## src/rtl/uart_pkg.sv

```systemverilog
// Shared encodings and defaults for the UART transmit scheduler.
package uart_pkg;

    localparam logic [1:0] ST_IDLE       = 2'd0;
    localparam logic [1:0] ST_SEND       = 2'd1;
    localparam logic [1:0] ST_WAIT_START = 2'd2;
    localparam logic [1:0] ST_WAIT_DONE  = 2'd3;

    typedef enum logic [1:0] {
        S_IDLE       = ST_IDLE,
        S_SEND       = ST_SEND,
        S_WAIT_START = ST_WAIT_START,
        S_WAIT_DONE  = ST_WAIT_DONE
    } sched_state_e;

    localparam int START_TIMEOUT_DEF = 4;
    localparam int TMO_W             = 4;

endpackage

```

## src/rtl/uart_tx_sched_arbiter.sv

```systemverilog
// Combinational round-robin arbiter: search starts one past last_i and wraps.
module rr_arbiter #(
    parameter int NREQ = 4,
    parameter int IW   = $clog2(NREQ)
) (
    input  logic [NREQ-1:0] req_i,
    input  logic [IW-1:0]   last_i,
    input  logic            en_i,
    output logic [NREQ-1:0] gnt_o,
    output logic [IW-1:0]   idx_o
);

    int          cand;
    logic [IW-1:0] cand_idx;
    logic        found;

    always_comb begin
        gnt_o    = '0;
        idx_o    = '0;
        found    = 1'b0;
        cand     = 0;
        cand_idx = '0;
        for (int k = 1; k <= NREQ; k++) begin
            cand = int'(last_i) + k;
            if (cand >= NREQ) begin
                cand = cand - NREQ;
            end
            cand_idx = IW'(cand);
            if (en_i && !found && req_i[cand_idx]) begin
                found           = 1'b1;
                gnt_o[cand_idx] = 1'b1;
                idx_o           = cand_idx;
            end
        end
    end

endmodule

```

## src/rtl/uart_tx_sched.sv

```systemverilog
// Round-robin scheduler sharing one UART transmitter between NREQ byte streams.
// Define UART_TX_SCHED_LOCK_EN to hold the grant for a whole packet (REQ_LAST_I).
//
// state      | meaning
// IDLE       | wait for an eligible requester while the UART is free
// SEND       | one-cycle TX_VALID pulse to the UART
// WAIT_START | wait for busy to rise, bounded by START_TIMEOUT cycles
// WAIT_DONE  | wait for busy to fall
module uart_tx_sched
    import uart_pkg::*;
#(
    parameter int NREQ          = 4,
    parameter int START_TIMEOUT = START_TIMEOUT_DEF
) (
    input  logic              CLK_I,
    input  logic              RESET_I,
    input  logic [NREQ-1:0]   REQ_VALID_I,
    input  logic [8*NREQ-1:0] REQ_DATA_I,
    input  logic [NREQ-1:0]   REQ_LAST_I,
    output logic [NREQ-1:0]   REQ_READY_O,
    output logic [NREQ-1:0]   GRANT_O,
    output logic [7:0]        UART_TX_DATA_O,
    output logic              UART_TX_VALID_O,
    input  logic              UART_TX_BUSY_I,
    output logic              IDLE_O
);

    localparam int IW = $clog2(NREQ);

    sched_state_e      state_q, state_d;
    logic [IW-1:0]     last_q, last_d;
    logic [TMO_W-1:0]  cnt_q, cnt_d;
    logic [NREQ-1:0]   grant_q, grant_d;
    logic [7:0]        data_q, data_d;
    logic              valid_q;
    logic              idle_q;
    logic              lock_q, lock_d;

    logic [NREQ-1:0]   arb_req;
    logic [NREQ-1:0]   arb_gnt;
    logic [IW-1:0]     arb_idx;
    logic              arb_en;
    logic              accept;
    logic              unused_last_ok;

    assign unused_last_ok = ^REQ_LAST_I;

`ifdef UART_TX_SCHED_LOCK_EN
    // A held lock narrows eligibility to the current owner.
    assign arb_req = lock_q ? (REQ_VALID_I & grant_q) : REQ_VALID_I;
`else
    assign arb_req = REQ_VALID_I;
    assign lock_q  = 1'b0;
    assign lock_d  = 1'b0;
`endif

    assign arb_en = (state_q == S_IDLE) && !UART_TX_BUSY_I;
    assign accept = |arb_gnt;

    rr_arbiter #(
        .NREQ (NREQ),
        .IW   (IW)
    ) u_arb (
        .req_i  (arb_req),
        .last_i (last_q),
        .en_i   (arb_en),
        .gnt_o  (arb_gnt),
        .idx_o  (arb_idx)
    );

    always_comb begin
        state_d = state_q;
        last_d  = last_q;
        cnt_d   = cnt_q;
        grant_d = grant_q;
        data_d  = data_q;
`ifdef UART_TX_SCHED_LOCK_EN
        lock_d  = lock_q;
`endif
        unique case (state_q)
            S_IDLE: begin
                if (accept) begin
                    data_d  = REQ_DATA_I[{arb_idx, 3'b000} +: 8];
                    grant_d = arb_gnt;
                    state_d = S_SEND;
`ifdef UART_TX_SCHED_LOCK_EN
                    lock_d = !REQ_LAST_I[arb_idx];
                    if (REQ_LAST_I[arb_idx]) begin
                        last_d = arb_idx;
                    end
`else
                    last_d = arb_idx;
`endif
                end
            end
            S_SEND: begin
                cnt_d   = TMO_W'(START_TIMEOUT);
                state_d = S_WAIT_START;
            end
            S_WAIT_START: begin
                // Busy wins over an expiring counter in the same cycle.
                if (UART_TX_BUSY_I) begin
                    state_d = S_WAIT_DONE;
                end else begin
                    if (cnt_q != '0) begin
                        cnt_d = cnt_q - TMO_W'(1);
                    end
                    if (cnt_q <= TMO_W'(1)) begin
                        state_d = S_IDLE;
                    end
                end
            end
            S_WAIT_DONE: begin
                if (!UART_TX_BUSY_I) begin
                    state_d = S_IDLE;
                end
            end
            default: state_d = S_IDLE;
        endcase
        if ((state_q != S_IDLE) && (state_d == S_IDLE) && !lock_q) begin
            grant_d = '0;
        end
    end

    always_ff @(posedge CLK_I) begin
        if (RESET_I) begin
            state_q <= S_IDLE;
            last_q  <= IW'(NREQ - 1);
            cnt_q   <= '0;
            grant_q <= '0;
            data_q  <= '0;
            valid_q <= 1'b0;
            idle_q  <= 1'b1;
        end else begin
            state_q <= state_d;
            last_q  <= last_d;
            cnt_q   <= cnt_d;
            grant_q <= grant_d;
            data_q  <= data_d;
            valid_q <= (state_d == S_SEND);
            idle_q  <= (state_d == S_IDLE) && !lock_d;
        end
    end

`ifdef UART_TX_SCHED_LOCK_EN
    always_ff @(posedge CLK_I) begin
        if (RESET_I) begin
            lock_q <= 1'b0;
        end else begin
            lock_q <= lock_d;
        end
    end
`endif

    assign REQ_READY_O     = arb_gnt;
    assign GRANT_O         = grant_q;
    assign UART_TX_DATA_O  = data_q;
    assign UART_TX_VALID_O = valid_q;
    assign IDLE_O          = idle_q;

endmodule

```

## config.mk

```make
export PLATFORM = sky130hd
export DESIGN_NAME = uart_tx_sched
export DESIGN_NICKNAME = d
export VERILOG_FILES = /design/src/rtl/uart_pkg.sv /design/src/rtl/uart_tx_sched_arbiter.sv /design/src/rtl/uart_tx_sched.sv
export SDC_FILE = /design/constraint.sdc
export NUM_CORES = 1
export LEC_CHECK = 0
export ABC_AREA = 1
export CAP_MARGIN = 40
export CORE_MARGIN = 5
export CORE_UTILIZATION = 45
export DETAILED_ROUTE_END_ITERATION = 8
export PLACE_DENSITY = 0.86
export SYNTH_ARGS = -nofsm -noshare
export SYNTH_HDL_FRONTEND = slang
export SYNTH_HIERARCHICAL = 1
export SYNTH_SLANG_ARGS = --single-unit
```

## constraint.sdc

```tcl
create_clock -name CLK_I -period 5.42 [get_ports CLK_I]
set_input_delay 1.626 -clock CLK_I [delete_from_list [all_inputs] [get_ports CLK_I]]
set_output_delay 1.626 -clock CLK_I [all_outputs]
set_load 0.1 [all_outputs]
```

Word level (Yosys, flattened, before mapping)
Cells that the tools add are included.
- bits of input ports: 43
- bits in read-only memories: 0
- register bits: 22
- logic and storage cells: 104
- output and inout bits: 18
- bits in latches: 0
- RAM bits: 0
- memories: 0
- multiply operators: 0
- shift operators: 1
- magnitude comparators: 13
- add/subtract/negate cells: 9
- div/mod/pow operators: 0
- reduce and logical (&&, ||, !) cells: 26
- eq/ne operators: 6
- bitwise operators: 3
- multiplexer cells: 39
- operators with widths (operator ; number):
    32-bit by 6-bit indexed part select with 8-bit output ; 1
    2-bit 2-to-1 mux ; 12
    4-bit 2-to-1 mux ; 6
    1-bit logical AND ; 13
    2-bit by 3-bit < comparator with 1-bit output, second input constant ; 4
    4-bit OR ; 3
    1-bit 2-to-1 mux ; 11
    3-bit >= comparator, second input constant ; 3
    1-bit binary-select mux with 2-bit select ; 4
    1-bit demux with 2-bit select ; 4
    2-bit by 1-bit >= comparator with 1-bit output, second input constant ; 4
    2-bit one-hot mux with 4 select lines ; 1
    4-bit one-hot mux with 2 select lines ; 1
    2-bit by 1-bit subtractor with 2-bit output, second input constant ; 4
    2-bit by 2-bit adder with 3-bit output, second input constant ; 2
    2-bit by 3-bit adder with 4-bit output, second input constant ; 1
    2-bit by 1-bit == test with 1-bit output, second input constant ; 2
    2-bit == test, second input constant ; 2
    4-bit by 3-bit >= comparator with 1-bit output, second input constant ; 1
    4-bit by 1-bit less-or-equal comparator with 1-bit output, second input constant ; 1
    1-bit zero test ; 4
    2-bit zero test ; 2
    2-bit != test, second input constant ; 2
    2-bit nonzero test ; 2
    other kinds (7) ; 7

Longest topological paths before layout
- depth after elaboration: 25
- mapped depth: 17

Cells and area by module
The synthesis kept the hierarchy.
- by module, submodules not included (module ; sequential area each (um^2) ; cells an instance ; instances ; area an instance (um^2)):
    uart_tx_sched ; 440.4 ; 197 ; 1 ; 1233.7
    rr_arbiter ; 0.0 ; 83 ; 1 ; 496.7

Least setup slack after synthesis
No wires, ideal clock.
- path type: input -> output
- from: input port REQ_VALID_I[2]
- to: output port REQ_READY_O[2]
- cell stages on the path: 8
- arrival: 3038 ps
- path slack: 756 ps
- cells stage by stage: nand2_1 -> nand3_2 -> nand2_4 -> nand2_2 -> nor2_4 -> buf_6 -> nand3_1 -> nand3_1
- word-level cells in the longest chain between the ends: 16
- ends and longest elaborated chain (what ; RTL line ; text):
    start: declaration ; uart_tx_sched.sv:17 ; input logic [NREQ-1:0] REQ_VALID_I,
    1-bit binary-select mux with 2-bit select ; uart_tx_sched_arbiter.sv:29 ; if (en_i && !found && req_i[cand_idx]) begin
    1-bit 2-to-1 mux (not written as such) ; uart_tx_sched_arbiter.sv:29 ;
    1-bit logical AND ; uart_tx_sched_arbiter.sv:29 ;
    1-bit 2-to-1 mux ; uart_tx_sched_arbiter.sv:29 ;
    1-bit zero test ; uart_tx_sched_arbiter.sv:29 ;
    1-bit logical AND (2 in series) ; uart_tx_sched_arbiter.sv:29 ;
    1-bit 2-to-1 mux ; uart_tx_sched_arbiter.sv:29 ;
    1-bit zero test ; uart_tx_sched_arbiter.sv:29 ;
    1-bit logical AND (2 in series) ; uart_tx_sched_arbiter.sv:29 ;
    1-bit 2-to-1 mux ; uart_tx_sched_arbiter.sv:29 ;
    1-bit zero test ; uart_tx_sched_arbiter.sv:29 ;
    1-bit logical AND (2 in series) ; uart_tx_sched_arbiter.sv:29 ;
    4-bit 2-to-1 mux (*) ; uart_tx_sched_arbiter.sv:29 ;
    end: declaration ; uart_tx_sched.sv:20 ; output logic [NREQ-1:0] REQ_READY_O,
Every way passes the cells marked *; elsewhere a longest branch is shown, timed or not. The select of a mux whose other input is x is not followed.

Worst setup path after layout
- from: input port UART_TX_BUSY_I
- to: output port REQ_READY_O[2]
- word-level cells in the longest chain between the ends: 16
- ends and longest elaborated chain (what ; RTL line ; text):
    start: declaration ; uart_tx_sched.sv:24 ; input logic UART_TX_BUSY_I,
    1-bit zero test (*) ; n/a ;
    1-bit logical AND (*) ; uart_tx_sched.sv:57 ; assign arb_en = (state_q == S_IDLE) && !UART_TX_BUSY_I;
    via arb_en ; uart_tx_sched.sv:42 ; logic arb_en;
    1-bit logical AND ; uart_tx_sched_arbiter.sv:29 ;
    1-bit 2-to-1 mux ; uart_tx_sched_arbiter.sv:29 ;
    1-bit zero test ; uart_tx_sched_arbiter.sv:29 ;
    1-bit logical AND (2 in series) ; uart_tx_sched_arbiter.sv:29 ;
    1-bit 2-to-1 mux ; uart_tx_sched_arbiter.sv:29 ;
    1-bit zero test ; uart_tx_sched_arbiter.sv:29 ;
    1-bit logical AND (2 in series) ; uart_tx_sched_arbiter.sv:29 ;
    1-bit 2-to-1 mux ; uart_tx_sched_arbiter.sv:29 ;
    1-bit zero test ; uart_tx_sched_arbiter.sv:29 ;
    1-bit logical AND (2 in series) ; uart_tx_sched_arbiter.sv:29 ;
    4-bit 2-to-1 mux (*) ; uart_tx_sched_arbiter.sv:29 ;
Mark *: on every way through the listed nets, which the timed path passes. The rest lies on a longest branch.

==> metrics.yaml <==
status: "finished clean"
diodes: 0
remaining_drc_errors: 0
gp_congestion: 0.8877
min_path_type: "reg2reg"
hpwl_um: 3433
die_w_um: 72.01
placementRows: 22
grt_pass1_vias: 1782
start_util_pct: 46.91
setup.worst_path.end_class: "output pin"
finClkSkew_ns: 0.01023
nets: 400
grt_usage_pct: 17.28
yosysTopAreaCell: "dfxtp_1"
dp.cells: 389
fin_tns_setup_ns: 0
crit_type: "in2out"
cts_inserted_buffers: 3
io_buffers: 56
clkTransAtPathRegs_ns: 0.07
drt-initial-drc-count: 112
vias: 1898
dieArea_um2: 5185
grt_start_max_net_pins: 26
h-tree-depth: 1
syn_area_um2: 1730
arrival_ns: 3.29
p_leak_nw: 1.201
path_max_fanout: 6
drv_slew: 0
cts_buffer_depth: 2
instances_no_fill: 393
core_um2: 3689
ys_warn_count: 6
worst_pin_slew_ns: 0.7457
crit_slowest_cell: "clkdlybuf4s50_1"
syn_nets: 334
maxCapViolCount: 0
power.density_nw_per_um2: 566.1
startpoint_type: "input port"
ys.flop_type: "dfxtp_1"
cts_tree: "built"
antenna_found_initial: 0
dr.pass1.iters: 6
yosysUniqueCellTypes: 27
grt_pass1_wl_um: 7369
die_y_um: 72.01
fmax_ghz: 0.2035
cts_hold_buf: 0
ys_seq_area_share_pct: 25.45
synth_edf_count: 0
finalCritPeriodShare_pct: 90.65
area_delta_synth_final_pct: 52.64
rsz0062_at_grt: "no"
path_cells: "clkdlybuf4s50_1 -> nor2_1 -> inv_1 -> nor2_2 -> nand2_1 -> nand2_1 -> clkinv_1 -> nand3_1 -> buf_12"
root_buffer: "clkbuf_8"
ir_drop_mv: 0.2930
synth_most_common_cell: "nand2_1"
slowest_delay_ns: 0.50
insertion_delay_ns: 0.27
drt_wl_total_um: 4305
pin_count: 61
setup_viol_count_final: 0
numClockSinks: 22
slew_headroom_pct: 50.15
synthCells: 280
cts.repair.resized: 0
avgViaCountPerCell: 4.830
crit_path_frequent_cell: "nand2_1"
grt-ovfl-total: 0
async_reset_ff_share_pct: 0
cp.required_ns: 3.79
hold_viol: 0
synthTopCellsByArea: "dfxtp_1 25%, nand2_1 13%, nor2_1 10%, nand3_1 8.4%, ha_1 8.0%"
synth_common_cells: "61 x nand2_1, 46 x nor2_1, 31 x inv_1"
drive_above_1_share_pct: 12.46
synth.avg_cell_area_um2: 6.180
ant_nets: 0
synth_top_area_share_pct: 25.45
synth-seq-cells: 22
min_period_ns: 4.913
wl_per_cell_um: 10.95
post_cts_buffers: 0
report_power, final:
part,internal [mW],switching [mW]
sequential,0.208,0.0370
clock,0.0987,0.0544
combinational,0.373,0.724
through the flow:
step	instance area (um^2)	hold WS (ns)	total power, mW	util, %	worst slack (ns)
3_5_place_dp	2570	0.4635	1.348	69.67	0.5351
6_report	2641	0.4698	1.495	71.61	0.5070
5_1_grt	2641	0.5028	1.618	71.61	0.3759
2_1_floorplan	1730	0.4750	1.044	-	0.7556
3_3_place_gp	2322	0.4517	1.216	62.96	0.5523
4_1_cts	2641	0.4746	1.503	71.61	0.5270
state kept, by name, summed over array words and instances, names as in the netlist:
register,count
GRANT_O,4
IDLE_O,1
UART_TX_DATA_O,8
UART_TX_VALID_O,1
cnt_q,4
last_q,2
state_q,2
worst paths after layout:
kind	startpoint	end	slack, ns	cells after the start
hold reg to reg	GRANT_O[2]	GRANT_O[2]	0.47	2
setup reg to reg	last_q[0]	UART_TX_DATA_O[7]	1.98	14
setup / recovery	UART_TX_BUSY_I	REQ_READY_O[2]	0.51	9
hold / removal	GRANT_O[2]	GRANT_O[2]	0.47	2
critical path: cells and delay by family:
| family | cells | cell delay (ns) |
|---|---|---|
| and+or+nand+nor | 5 | 0.82 |
| buffers and inverters | 4 | 0.84 |
final cells by class:
class	instances	area, um^2
well taps	48	60.06
inverters	38	142.6
multi-input cells	211	1079
clock buffers	3	41.29
clock inverters	1	30.03
flip-flops and latches	22	440.4
fillers	305	1047
repair buffers	70	848.3
placed cells by master, fill, tap and decap left out:
cell type	count
a21oi_1	10
a21oi_2	1
a22oi_1	1
and2_1	1
buf_12	4
buf_16	3
buf_8	11
bufinv_16	1
clkbuf_8	3
clkdlybuf4s50_1	52
clkinv_1	4
dfxtp_1	22
ha_1	11
inv_1	31
inv_2	3
nand2_1	61
nand2_2	7
nand2_4	1
nand3_1	29
nand3_2	3
nand4_1	6
nor2_1	46
nor2_2	2
nor2_4	3
nor3_1	1
o211ai_1	2
o21ai_0	22
o21ai_1	2
or2_1	1
or2_2	1
per-layer routing:
metal | global-route usage (%) | vias to the layer above | part of all wire [%] | wire length [um]
met5 | 0 | - | 0 | 0
met4 | 3.967 | 0 | 0.53 | 23
met3 | 4.848 | 2 | 8.6 | 370
met2 | 30.31 | 68 | 48 | 2051
met1 | 20.91 | 809 | 43 | 1861
li1 | - | 1019 | - | -
kinds of logic (layout without fill, tap and decap cells):
group / count (synthesis) / in the layout / synth area share (%)
adder cells (fa/ha/maj): 11 / 11 / 7.954
AO/OA/AOI/OAI: 38 / 38 / 11.64
buffers and inverters: 47 / 112 / 12.22
AND/OR/NAND/NOR: 162 / 162 / 42.73
flip-flops: 22 / 22 / 25.45
Note: power is estimated with default switching activity, not from simulation.
